==> config.mk <==
export PLATFORM = sky130hd
export DESIGN_NAME = sd_init_sequencer
export DESIGN_NICKNAME = d
export VERILOG_FILES = /design/src/rtl/sd_init_sequencer.sv
export SDC_FILE = /design/constraint.sdc
export NUM_CORES = 1
export LEC_CHECK = 0
export ABC_AREA = 1
export CORE_MARGIN = 2
export CORE_UTILIZATION = 50
export DETAILED_ROUTE_END_ITERATION = 8
export PLACE_DENSITY = 0.84
export SKIP_LAST_GASP = 1
export SYNTH_ARGS = -nofsm -noshare
export SYNTH_HDL_FRONTEND = slang
export SYNTH_SLANG_ARGS = --single-unit
==> constraint.sdc <==
create_clock -name clk -period 2.8 [get_ports clk]
set_input_delay 0.28 -clock clk [delete_from_list [all_inputs] [get_ports clk]]
set_output_delay 0.28 -clock clk [all_outputs]
set_load 0.03 [all_outputs]
==> src/rtl/sd_init_sequencer.sv <==
// SD card identification/initialization sequencer: CMD0, CMD8, CMD55/ACMD41 poll, CMD2, CMD3, CMD7.
// Latency: POWERUP_CYCLES idle before CMD0; each command waits for its response; POLL_GAP idle between busy polls.
// Backpressure: cmd_valid and its fields are held stable until cmd_ready; responses are only sampled while waiting.
// Optional: define SD_INIT_WIDE_BUS_EN to append CMD55 + ACMD6 (4-bit bus) after CMD7 and add the bus_4bit output.
module sd_init_sequencer #(
    parameter int POWERUP_CYCLES   = 8192,
    parameter int POLL_GAP         = 16384,
    parameter int ACMD41_MAX_TRIES = 1000
) (
    input  logic        clk,
    input  logic        reset,
    input  logic        start,
    output logic        cmd_valid,
    input  logic        cmd_ready,
    output logic [5:0]  cmd_index,
    output logic [31:0] cmd_arg,
    output logic [1:0]  cmd_resp_type,
    input  logic        resp_valid,
    input  logic        resp_timeout,
    input  logic        resp_crc_err,
    input  logic [31:0] resp_data,
    output logic        busy,
    output logic        init_done,
    output logic        init_error,
    output logic [2:0]  err_code,
    output logic [15:0] rca,
    output logic        sd_hc,
    output logic        clk_fast
`ifdef SD_INIT_WIDE_BUS_EN
    ,
    output logic        bus_4bit
`endif
);

    localparam int TW   = $clog2(ACMD41_MAX_TRIES + 1);
    localparam int CMAX = (POWERUP_CYCLES > POLL_GAP) ? POWERUP_CYCLES : POLL_GAP;
    localparam int CW   = $clog2(CMAX + 1);

    localparam logic [3:0] S_IDLE   = 4'd0;
    localparam logic [3:0] S_PWRUP  = 4'd1;
    localparam logic [3:0] S_CMD0   = 4'd2;
    localparam logic [3:0] S_CMD8   = 4'd3;
    localparam logic [3:0] S_CMD55  = 4'd4;
    localparam logic [3:0] S_ACMD41 = 4'd5;
    localparam logic [3:0] S_GAP    = 4'd6;
    localparam logic [3:0] S_CMD2   = 4'd7;
    localparam logic [3:0] S_CMD3   = 4'd8;
    localparam logic [3:0] S_CMD7   = 4'd9;
`ifdef SD_INIT_WIDE_BUS_EN
    localparam logic [3:0] S_CMD55W = 4'd10;
    localparam logic [3:0] S_ACMD6  = 4'd11;
`endif
    localparam logic [3:0] S_DONE   = 4'd12;
    localparam logic [3:0] S_ERROR  = 4'd13;

    logic [3:0]    state;
    logic          waiting;   // handshake done, awaiting response (or one dead cycle for type-0)
    logic [CW-1:0] cnt;       // shared by power-up and poll-gap delays
    logic [TW-1:0] tries;
    logic [TW-1:0] tries_inc;
    logic          v2;        // card answered CMD8 correctly
    logic          is_cmd;
    logic          unused_resp;

    assign tries_inc   = tries + TW'(1);
    assign unused_resp = ^resp_data[15:12];

    // Command fields decoded from the current state; all zero outside command states
    always_comb begin
        is_cmd        = 1'b1;
        cmd_index     = 6'd0;
        cmd_arg       = 32'h0;
        cmd_resp_type = 2'd0;
        case (state)
            S_CMD0:   ;
            S_CMD8:   begin cmd_index = 6'd8;  cmd_arg = 32'h0000_01AA; cmd_resp_type = 2'd1; end
            S_CMD55:  begin cmd_index = 6'd55; cmd_arg = {rca, 16'h0};  cmd_resp_type = 2'd1; end
            S_ACMD41: begin
                cmd_index     = 6'd41;
                cmd_arg       = v2 ? 32'h4030_0000 : 32'h0030_0000;
                cmd_resp_type = 2'd1;
            end
            S_CMD2:   begin cmd_index = 6'd2;  cmd_resp_type = 2'd2; end
            S_CMD3:   begin cmd_index = 6'd3;  cmd_resp_type = 2'd1; end
            S_CMD7:   begin cmd_index = 6'd7;  cmd_arg = {rca, 16'h0};  cmd_resp_type = 2'd1; end
`ifdef SD_INIT_WIDE_BUS_EN
            S_CMD55W: begin cmd_index = 6'd55; cmd_arg = {rca, 16'h0};  cmd_resp_type = 2'd1; end
            S_ACMD6:  begin cmd_index = 6'd6;  cmd_arg = 32'h0000_0002; cmd_resp_type = 2'd1; end
`endif
            default:  is_cmd = 1'b0;
        endcase
        cmd_valid = is_cmd && !waiting;
    end

    // Status outputs follow the state directly so reset clears them immediately
    assign busy       = (state != S_IDLE) && (state != S_DONE) && (state != S_ERROR);
    assign init_done  = (state == S_DONE);
    assign clk_fast   = (state == S_DONE);
    assign init_error = (state == S_ERROR);
`ifdef SD_INIT_WIDE_BUS_EN
    assign bus_4bit   = (state == S_DONE);
`endif

    // Sequence state, delay counters and latched card parameters
    always_ff @(posedge clk or negedge reset) begin
        if (!reset) begin
            state    <= S_IDLE;
            waiting  <= 1'b0;
            cnt      <= '0;
            tries    <= '0;
            v2       <= 1'b0;
            err_code <= 3'd0;
            rca      <= 16'h0;
            sd_hc    <= 1'b0;
        end else begin
            case (state)
                S_IDLE, S_DONE, S_ERROR: begin
                    if (start) begin
                        state    <= S_PWRUP;
                        waiting  <= 1'b0;
                        cnt      <= '0;
                        tries    <= '0;
                        v2       <= 1'b0;
                        err_code <= 3'd0;
                        rca      <= 16'h0;
                        sd_hc    <= 1'b0;
                    end
                end
                S_PWRUP: begin
                    if (cnt == CW'(POWERUP_CYCLES - 1)) begin
                        state   <= S_CMD0;
                        waiting <= 1'b0;
                    end else begin
                        cnt <= cnt + CW'(1);
                    end
                end
                S_GAP: begin
                    if (cnt == CW'(POLL_GAP - 1)) begin
                        state   <= S_CMD55;
                        waiting <= 1'b0;
                    end else begin
                        cnt <= cnt + CW'(1);
                    end
                end
                default: begin
                    if (!waiting) begin
                        if (cmd_ready) waiting <= 1'b1;
                    end else if (cmd_resp_type == 2'd0) begin
                        // CMD0 has no response: one idle cycle, then CMD8
                        state   <= S_CMD8;
                        waiting <= 1'b0;
                    end else if (resp_timeout) begin
                        waiting <= 1'b0;
                        if (state == S_CMD8) begin
                            // No answer to CMD8 means a v1 card: standard capacity only
                            v2    <= 1'b0;
                            sd_hc <= 1'b0;
                            state <= S_CMD55;
                        end else begin
                            state    <= S_ERROR;
                            err_code <= 3'd5;
                        end
                    end else if (resp_valid) begin
                        waiting <= 1'b0;
                        // R3 (ACMD41) has no meaningful CRC, so its CRC flag is ignored
                        if (resp_crc_err && state != S_ACMD41) begin
                            state    <= S_ERROR;
                            err_code <= 3'd4;
                        end else begin
                            case (state)
                                S_CMD8: begin
                                    if (resp_data[11:0] != 12'h1AA) begin
                                        state    <= S_ERROR;
                                        err_code <= 3'd2;
                                    end else begin
                                        v2    <= 1'b1;
                                        state <= S_CMD55;
                                    end
                                end
                                S_CMD55: state <= S_ACMD41;
                                S_ACMD41: begin
                                    if (resp_data[31]) begin
                                        sd_hc <= v2 & resp_data[30];
                                        state <= S_CMD2;
                                    end else begin
                                        tries <= tries_inc;
                                        if (tries_inc == TW'(ACMD41_MAX_TRIES)) begin
                                            state    <= S_ERROR;
                                            err_code <= 3'd3;
                                        end else begin
                                            state <= S_GAP;
                                            cnt   <= '0;
                                        end
                                    end
                                end
                                S_CMD2: state <= S_CMD3;
                                S_CMD3: begin
                                    rca   <= resp_data[31:16];
                                    state <= S_CMD7;
                                end
`ifdef SD_INIT_WIDE_BUS_EN
                                S_CMD7:   state <= S_CMD55W;
                                S_CMD55W: state <= S_ACMD6;
                                S_ACMD6:  state <= S_DONE;
`else
                                S_CMD7:   state <= S_DONE;
`endif
                                default:  state <= S_ERROR;
                            endcase
                        end
                    end
                end
            endcase
        end
    end

endmodule

==> results.yml <==
worst_setup_path:
  startpoint_type: "register"
  r2r_slack_ns: 0.35
  max_stage_delay_ns: 0.68
  worstPathMaxFanout: 8
  slowest_stage: "clkdlybuf4s50_1"
  critical_path.cell_chain: "nor2_1 > nand2_1 > nand2_2 > clkinvlp_4 > nor2_1 > clkdlybuf4s50_1"
  critPathBufInv: 2
  crit_type: "register to primary output"
  worst_setup_path_end_kind: "primary output"
  worstPathRequired_ns: 2.52
  crit_family: "buffers and inverters"
  cp.arrival_ns: 2.38
  crit_path_frequent_cell: "nor2_1"
final_layout:
  final_cell_area_um2: 4560
  drive_gt1_frac: 0.111
  diodes: 0
  final_cell_mix: "167 x nand2_1, 78 x clkdlybuf4s50_1, 58 x inv_1"
  n_fill_cell: 604
  mostFrequentLayoutCell: "nand2_1"
  post-route-util: 0.667
  syn_to_final_growth_pct: 27.8
  fin_nets: 643
route:
  wl_um: 8820
  vias: 3483
  drt_pass1_iterations: 4
  avgViaCountPerCell: 4.99
  drc: 0
  drt_iter0_drc: 157
  postRouteAntennaNets: 0
  avgRoutedWirePerCell_um: 12.6
power:
  intPower_mw: 2.00
  seqPwrFrac: 0.284
  p_leak_nw: 2.28
  power_mw: 4.07
  combPwrFrac: 0.604
  clkPwrFrac: 0.113
  sw_frac_of_total: 0.509
  ir_drop_mv: 0.681
  cellPowerDensity_nw_per_um2: 894
  p_sw_mw: 2.07
sta:
  slew_headroom: 0.620
  finalHoldViolations: 0
  tightest_slew_ns: 0.568
  drv_slew: 0
  period_share: 0.951
  rsz0062_at_grt: "no"
  setup_viol: 0
  clock.fmax_ghz: 0.376
  fin_skew_ns: 0.00680
  fin_ws_ns: 0.137
  layout_min_cycle_time_ns: 2.66
  tns_ns: 0
place:
  place_congestion: 0.899
  hpwl_um: 6800
  place_ws_ns: 0.340
  post_dp_cell_area_um2: 4410
  numPortBuffers: 88
global_route:
  grt_pass1_wl_um: 14700
  antenna_found_initial: 0
  grt_usage: 0.236
  grt_max_degree: 33
  grt-ovfl-total: 0
  grt_pass1_vias: 3318
yosys:
  ys.flop_type: "dfrtp_1"
  async_flop_share: 1.00
  synth_area_um2: 3570
  synth_xor_area_frac: 0.0246
  synthAdderAreaFrac: 0.0105
  synth_cells: 517
  postSynthAreaPerCell_um2: 6.90
  synth_edf_count: 0
  synth_compound_area_frac: 0.104
  synthMuxAreaShare: 0
  ys_seq_elements: 51
  synth_seq_area_share: 0.358
  synth_top_family_by_area: "simple AND/OR/NAND/NOR gates"
  synth-simple-area-share: 0.373
  ys_warn_count: 0
  ys_types: 39
clock_network:
  cts_buffers: 5
  cts_tree: "built"
  cts_max_level: 2
  clock_path_buffers: 2
  clock-sinks: 51
  worstSkewPairLatency_ns: 0.31
  path_clk_slew_ns: 0.10
  cts_root_buf: "clkbuf_8"
run_status:
  status: "complete, no violations"
job:
  drv_cap: 0
hold_path:
  worstHoldPathType: "input pin to async pin"
die:
  pin_count: 104
  die_w_um: 88.5
  core_um2: 6830
  die-area_um2: 7820
  row_count: 30
  chipHeight_um: 88.5
  initial_utilization: 0.522
==> metrics by stage <==
stage | cells | hold slack (ns)
3_3_place_gp | 687 | 0.252
3_5_place_dp | 687 | 0.255
6_report | 698 | 0.443
4_1_cts | 696 | 0.446
5_1_grt | 698 | 0.472
2_1_floorplan | 527 | -0.0156
==> power by group through the flow <==
stage	Combinational, mW	Sequential [mW]	Clock (mW)
after CTS	2.45	1.15	0.471
after detailed placement	2.45	1.17	0
after global routing	2.71	1.19	0.508
after global placement	2.40	1.16	0
final	2.46	1.16	0.458
after floorplan	1.58	1.33	0
==> worst paths after layout <==
check                       startpoint     endpoint  depth (start not counted)
setup / recovery              state[1]  cmd_arg[23]                          6
hold reg to reg            err_code[2]  err_code[2]                          2
max in group asynchronous        reset       rca[2]                          3
min in group clk           err_code[2]  err_code[2]                          2
setup reg to reg              tries[0]       cnt[9]                         13
hold / removal                   reset     tries[9]                          2
==> cell type report <==
type,count,area [µm²],share of cell area
clock buffers,5,68.8,0.0151
inverters,65,255,0.0560
repair buffers,94,936,0.205
well taps,96,120,0.0264
multi-input cells,384,1870,0.411
clock inverters,3,28.8,0.00632
flip-flops and latches,51,1280,0.280
==> sequential cells by signal, summed over array words and instances (netlist names) <==
| signal | cells |
|---|---|
| cnt | 15 |
| err_code | 3 |
| rca | 16 |
| sd_hc | 1 |
| state | 4 |
| tries | 10 |
| v2 | 1 |
| waiting | 1 |
==> layer usage <==
layer	GRT usage	wire length, µm	vias to the layer above
met5	0	0	-
met2	0.421	4390	103
met3	0.0317	517	11
met1	0.299	3810	1602
met4	0.0647	104	0
li1	-	-	1767
==> cells in the mapped netlist (all sizes together), types with 2 or more instances <==
master,count,area share
o21a,2,0.0042
inv,64,0.069
nor2,54,0.068
clkbuf,3,0.0032
nand3b,2,0.0042
nand4,10,0.018
buf,24,0.055
xnor2,3,0.0074
nor3,8,0.011
o31ai,4,0.0098
a21oi,10,0.014
xor2,7,0.017
nand3,36,0.055
ha,3,0.011
dfrtp,51,0.36
or2,6,0.011
o21ai,41,0.069
nand2,182,0.20
==> cell families (layout without fill, tap and decap cells) <==
logic type,count (synthesis),after routing
AND/OR/NAND/NOR,300,300
buffers and inverters,92,167
AO/OA/AOI/OAI,60,60
flip-flops,51,51
XOR/XNOR,10,10
adder cells (fa/ha/maj),3,3
other,1,11
==> what timing repair did <==
action                                  4_1_cts  5_1_grt
gates cloned                                  0        0
hold buffers                                  1        0
setup buffers                                 0        2
resized for setup                             2        9
endpoints found under the hold margin        19        0
endpoints found under the setup margin        2       11
Power figures use the tool's default switching activity.
==> RTL change 1 (same flow settings) <==
Build with the macro `SD_INIT_WIDE_BUS_EN` defined.
--- a/src/rtl/sd_init_sequencer.sv
+++ b/src/rtl/sd_init_sequencer.sv
@@ -2,6 +2,8 @@
 // Latency: POWERUP_CYCLES idle before CMD0; each command waits for its response; POLL_GAP idle between busy polls.
 // Backpressure: cmd_valid and its fields are held stable until cmd_ready; responses are only sampled while waiting.
 // Optional: define SD_INIT_WIDE_BUS_EN to append CMD55 + ACMD6 (4-bit bus) after CMD7 and add the bus_4bit output.
+`define SD_INIT_WIDE_BUS_EN
+
 module sd_init_sequencer #(
     parameter int POWERUP_CYCLES   = 8192,
     parameter int POLL_GAP         = 16384,
Check against the original RTL (old outputs only; new: bus_4bit): no difference found for any inputs over 4 cycles, from zero or initial values and one cycle with reset low; that may be too few to reach the edited logic, so the function may still have changed.
==> RTL change 1 against the unedited design <==
Worst setup slack gained 0.0078 ns. Sequential cell count unchanged. Area after synthesis decreased by 2.7%. Cell area shrank 1.3%. Global-route usage shrank 0.90 points. Routed wire length down 2.0%. Power rose by 21%. Worst hold slack gained 0.062 ns. Critical path type unchanged. Largest cell class unchanged.
==> RTL change 1: results (changes against the unedited design) <==
| Metric | Value |
|---|---|
| Status | `complete, no violations (unchanged)` |
| Seq/Total Area, Yosys | `0.368 (was 0.358)` |
| Setup TNS | `0 ns (unchanged)` |
| Clock slew at reported path FFs | `0.10 ns (about the same)` |
| Synth Area in Compound Gates | `0.117 (was 0.104)` |
| Leak pwr | `2.33 nW (was 2.28 nW)` |
| Main area contributors after synthesis | `dfrtp_1, nand2_1, nor2_1, nand3_1, inv_1 (was dfrtp_1, nand2_1, inv_1, nand3_1, nor2_1)` |
| Initial antenna violation count | `0 (unchanged)` |
| GRT Util Overall | `0.227 (was 0.236)` |
| First-pass GRT wire length | `14.2 mm (was 14.7 mm)` |
| Most frequent cell after synthesis | `nand2_1 (unchanged)` |
| Drt first pass iters | `5 (was 4)` |
| H-tree depth | `2 (unchanged)` |
| Top cells by count, synth | `nand2_1, nor2_1, inv_1 (was nand2_1, inv_1, dfrtp_1)` |
| Post-synthesis xor/xnor area fraction | `0.0328 (was 0.0246)` |
| Synth warn | `0 (unchanged)` |
| Nets | `629 (was 643)` |
| Clock tree buffer depth | `2 (unchanged)` |
| CP arrival | `2.37 ns` |
| Largest regs | `rca: 16 flops, cnt: 15 flops, tries: 10 flops (unchanged)` |
| Post-CTS Setup Repair Bufs | `0 (unchanged)` |
| Max-slew headroom | `0.601 (was 0.620)` |
| Clock latency on the worst-skew pair | `0.30 ns` |
| Final worst path period need | `2.65 ns (was 2.66 ns)` |
| Min-Delay Path Class | `primary input to async pin (unchanged)` |
| DP Wirelength | `6.44 mm (was 6.80 mm)` |
| Vias | `3,456 (was 3,483)` |
| Post-synthesis mux area share | `0 (unchanged)` |
| Final GP Congestion | `0.932 (was 0.899)` |
| Layout Skew | `0.00835 ns (was 0.00680 ns)` |
| Critical Path Max Stage Delay | `0.67 ns` |
| Critical Path Source | `state[3]$_DFFE_PN0P_ (was state[1]$_DFFE_PN0P_)` |
| Vias in the first global route | `3,176 (was 3,318)` |
| Post-synth ARST share | `1.00 (unchanged)` |
| Total CTS buffers | `5 (unchanged)` |
| Reg-to-Reg Start | `state[1]$_DFFE_PN0P_ (was tries[0]$_DFFE_PN0P_)` |
| Pre-CTS setup slack | `0.351 ns (was 0.340 ns)` |
| Port Buffer Count | `89 (was 88)` |
| Routed len/inst | `12.9 µm (was 12.6 µm)` |
| Fraction of layout cells with a size suffix above 1 | `0.0799 (was 0.111)` |
| Inserted Diodes | `0 (unchanged)` |
| R2R setup slack | `0.37 ns (was 0.35 ns)` |
| Largest net degree at the start of global routing | `33 (unchanged)` |
| Crit-path max FO | `17 (was 8)` |
| Slowest cell on crit path | `clkdlybuf4s50_1 (unchanged)` |
| DRT iter0 DRCs | `193 (was 157)` |
| CTS Root Cell | `clkbuf_8 (unchanged)` |
| Hold_ws | `0.505 ns (was 0.443 ns)` |
| Max VDD drop | `0.792 mV (was 0.681 mV)` |
| Synth Area in Adders | `0.0108 (was 0.0105)` |
| Yosys cell types | `35 (was 39)` |
## RTL change 1: cell count changes in the layout (fill, tap and decap cells not counted), moves of 5 or more
cell and delta:
o21ai_2 -7, nand3_1 +12, nand4_1 -7, o21ai_0 +13, or2_2 -6, dlymetal6s2s_1 +8, nand2_2 -10, nor2_1 +25
clkdlybuf4s50_1 -6, inv_2 +5, nand2_1 -45
## RTL change 1: what timing repair did
item	CTS	global route
endpoints found under the setup margin	1	15
resized for setup	1	15
hold endpoints to repair	26	0
hold buffers	1	0
## RTL change 1: area by class of cell
class,instances,area [µm²]
clock buffer,6,82.6
clock inverter,2,35.0
fill,578,2260
inverter,67,251
multi-input combinational,366,1780
sequential,51,1280
tap,80,100
timing repair buffer,96,977
## RTL change 1: layer usage
metal,part of all wire,track usage
met5,0,0
met4,0.018,0.0643
met3,0.050,0.0351
met2,0.50,0.399
met1,0.43,0.287
## RTL change 1: worst max-delay path: cells and delay by family, from the launching register on
family	cells	cell delay [ns]
simple gates	2	0.25
flops	1	0.45
compound gates	2	0.26
buf+inv	4	1.09
## RTL change 1: kinds of logic (layout without fill, tap and decap cells)
kind of cell    count (synthesis)  after routing
fa+ha+maj                       3              3
simple gates                  269            269
other cells                     1             11
compound gates                 70             70
flops                          51             51
buf+inv                        95            171
xor+xnor                       13             13
## RTL change 1: metrics by stage
step,area [µm²],instances
after floorplan,3510,512
after global routing,4500,668
after global placement,4330,659
after detailed placement,4330,659
after CTS,4460,668
final,4500,668
## RTL change 1: worst paths after layout
| check | to | depth (start not counted) |
|---|---|---|
| min | rca[2]$_DFFE_PN0P_ | 2 |
| max reg2reg | tries[7]$_DFFE_PN0P_ | 10 |
| max in group asynchronous | tries[9]$_DFFE_PN0P_ | 3 |
| max | cmd_arg[24] | 8 |
| min reg2reg | err_code[1]$_DFFE_PN0P_ | 2 |
| min in group clk | err_code[1]$_DFFE_PN0P_ | 2 |
## RTL change 1: power breakdown
part           switching, mW  internal, mW
logic                   2.00          1.10
clock network          0.249         0.290
registers              0.257          1.01
total                   2.51          2.40
==> RTL change 2 (same settings) <==
Made on the original files. Register the output `err_code` once more, without a reset; this adds one clock of latency there. The other outputs are not delayed to match.
--- a/src/rtl/sd_init_sequencer.sv
+++ b/src/rtl/sd_init_sequencer.sv
@@ -53,6 +53,8 @@
     localparam logic [3:0] S_DONE   = 4'd12;
     localparam logic [3:0] S_ERROR  = 4'd13;
 
+    logic [2:0] err_code_s0;
+
     logic [3:0]    state;
     logic          waiting;   // handshake done, awaiting response (or one dead cycle for type-0)
     logic [CW-1:0] cnt;       // shared by power-up and poll-gap delays
@@ -109,7 +111,7 @@
             cnt      <= '0;
             tries    <= '0;
             v2       <= 1'b0;
-            err_code <= 3'd0;
+            err_code_s0 <= 3'd0;
             rca      <= 16'h0;
             sd_hc    <= 1'b0;
         end else begin
@@ -121,7 +123,7 @@
                         cnt      <= '0;
                         tries    <= '0;
                         v2       <= 1'b0;
-                        err_code <= 3'd0;
+                        err_code_s0 <= 3'd0;
                         rca      <= 16'h0;
                         sd_hc    <= 1'b0;
                     end
@@ -158,20 +160,20 @@
                             state <= S_CMD55;
                         end else begin
                             state    <= S_ERROR;
-                            err_code <= 3'd5;
+                            err_code_s0 <= 3'd5;
                         end
                     end else if (resp_valid) begin
                         waiting <= 1'b0;
                         // R3 (ACMD41) has no meaningful CRC, so its CRC flag is ignored
                         if (resp_crc_err && state != S_ACMD41) begin
                             state    <= S_ERROR;
-                            err_code <= 3'd4;
+                            err_code_s0 <= 3'd4;
                         end else begin
                             case (state)
                                 S_CMD8: begin
                                     if (resp_data[11:0] != 12'h1AA) begin
                                         state    <= S_ERROR;
-                                        err_code <= 3'd2;
+                                        err_code_s0 <= 3'd2;
                                     end else begin
                                         v2    <= 1'b1;
                                         state <= S_CMD55;
@@ -186,7 +188,7 @@
                                         tries <= tries_inc;
                                         if (tries_inc == TW'(ACMD41_MAX_TRIES)) begin
                                             state    <= S_ERROR;
-                                            err_code <= 3'd3;
+                                            err_code_s0 <= 3'd3;
                                         end else begin
                                             state <= S_GAP;
                                             cnt   <= '0;
@@ -214,5 +216,9 @@
         end
     end
 
+    always_ff @(posedge clk) begin
+        err_code <= err_code_s0;
+    end
+
 endmodule
 
Formal check against the unedited RTL: same outputs for any inputs over 10 cycles, from zero or initial values and one cycle with reset low; that may be too few to reach the edited logic, so the function may still have changed.
==> RTL change 2 against the unedited design <==
Die area decreased by 3.9%. Critical path type unchanged. Cell area shrank 3.4%. Combinational power is 15% higher. Sequential cell count up 3. Worst setup slack about the same. Area after synthesis fell by 4.1%. Sequential share of layout area is 2.3 points higher. Critical path depth up 1. Power is 13% higher. Routed wire length is 0.74% lower.
==> RTL change 2: results (changes against the unedited design) <==
| Metric | Value |
|---|---|
| Status | `complete, no violations (unchanged)` |
| Fraction of layout cells with a size suffix above 1 | `0.0630 (was 0.111)` |
| Cell count after placement | `658 (was 687)` |
| Syn Area/Cell | `6.83 µm² (was 6.90 µm²)` |
| Fillers | `579 (was 604)` |
| R2r worst-path depth | `10 (was 13)` |
| Drt first pass iters | `7 (was 4)` |
| Post-Route WL | `8.75 mm (was 8.82 mm)` |
| Nets | `628 (was 643)` |
| Placed cell areas | `0.00429 mm² (was 0.00441 mm²)` |
| Crit-path max FO | `17 (was 8)` |
| Multi-input gate area | `0.00171 mm² (was 0.00187 mm²)` |
| Critical Path Max Stage Delay | `0.70 ns (was 0.68 ns)` |
| Vias | `3,498 (was 3,483)` |
| R2R setup slack | `0.28 ns (was 0.35 ns)` |
| P_comb | `2.82 mW (was 2.46 mW)` |
| DP Wirelength | `6.83 mm (was 6.80 mm)` |
| Leak pwr | `2.08 nW (was 2.28 nW)` |
| Final GP Congestion | `0.944 (was 0.899)` |
| Yosys cell types | `33 (was 39)` |
| DRT iter0 DRCs | `277 (was 157)` |
| Power per cell area | `1050 mW/mm² (was 894 mW/mm²)` |
| Post-Layout Cell Count | `667 (was 698)` |
| Max VDD drop | `0.592 mV (was 0.681 mV)` |
| Post-synth ARST share | `0.944 (was 1.00)` |
| FF-to-FF End | `tries[6]$_DFFE_PN0P_ (was cnt[9]$_DFFE_PN0P_)` |
| Top cells by count, synth | `nand2_1, nor2_1, nand3_1 (was nand2_1, inv_1, dfrtp_1)` |
| First-pass GRT wire length | `14.6 mm (was 14.7 mm)` |
| Layout Skew | `0.00941 ns (was 0.00680 ns)` |
| Net switching power of the design | `2.33 mW (was 2.07 mW)` |
| GRT Util Overall | `0.240 (was 0.236)` |
-- RTL change 2: cell types whose count changed after synthesis, moves of 6 or more --
cell,before,now
o21ai_1,17,29
inv_1,59,53
nor2_1,44,61
inv_2,3,9
nand2_1,168,129
nand2_2,13,4
nand3_1,33,57
nand4_1,10,4
o21ai_2,11,1
-- RTL change 2: routing by layer --
metal	global-route usage	vias up	wire length, µm
met4	0.0682	0	104
met3	0.0552	12	636
met2	0.416	148	4290
li1	-	1745	-
met5	0	-	0
met1	0.300	1593	3720
-- RTL change 2: what timing repair did --
action,in CTS,in global routing
setup buffers,0,0
setup endpoints to repair,0,1
resized for setup,0,1
hold buffers,1,0
hold endpoints to repair,28,0
-- RTL change 2: kinds of logic after synthesis --
kind of cell | synth area share
xor gates and xnor gates | 0.0230
AOI/OAI and AO/OA | 0.101
other | 0.00110
buffers and inverters | 0.121
and+or+nand+nor | 0.352
adders and majority gates | 0.0110
DFF | 0.391
-- RTL change 2: worst max path at each step --
stage	end	slack [ns]	depth (start not counted)
6_report	cmd_arg[20]	0.14	7
5_1_grt	cmd_arg[20]	0.03	7
4_1_cts	cmd_arg[20]	0.17	7
3_5_place_dp	tries[6]$_DFFE_PN0P_	0.39	10
3_3_place_gp	rca[0]$_DFFE_PN0P_	0.51	11
2_1_floorplan	cmd_arg[20]	0.72	7
-- RTL change 2: critical path: cells and delay by family, from the launching register on --
family                 cells  cell delay (ns)
AOI/OAI and AO/OA          2             0.23
buffers and inverters      3             0.99
DFF                        1             0.46
and+or+nand+nor            2             0.38
-- RTL change 2: area by class of cell --
class	instances	area share
clock buffers	5	0.0156
clock inverters	3	0.00654
inverters	63	0.0537
multi-input cells	368	0.388
flip-flops and latches	54	0.303
well taps	80	0.0227
repair buffers	94	0.210
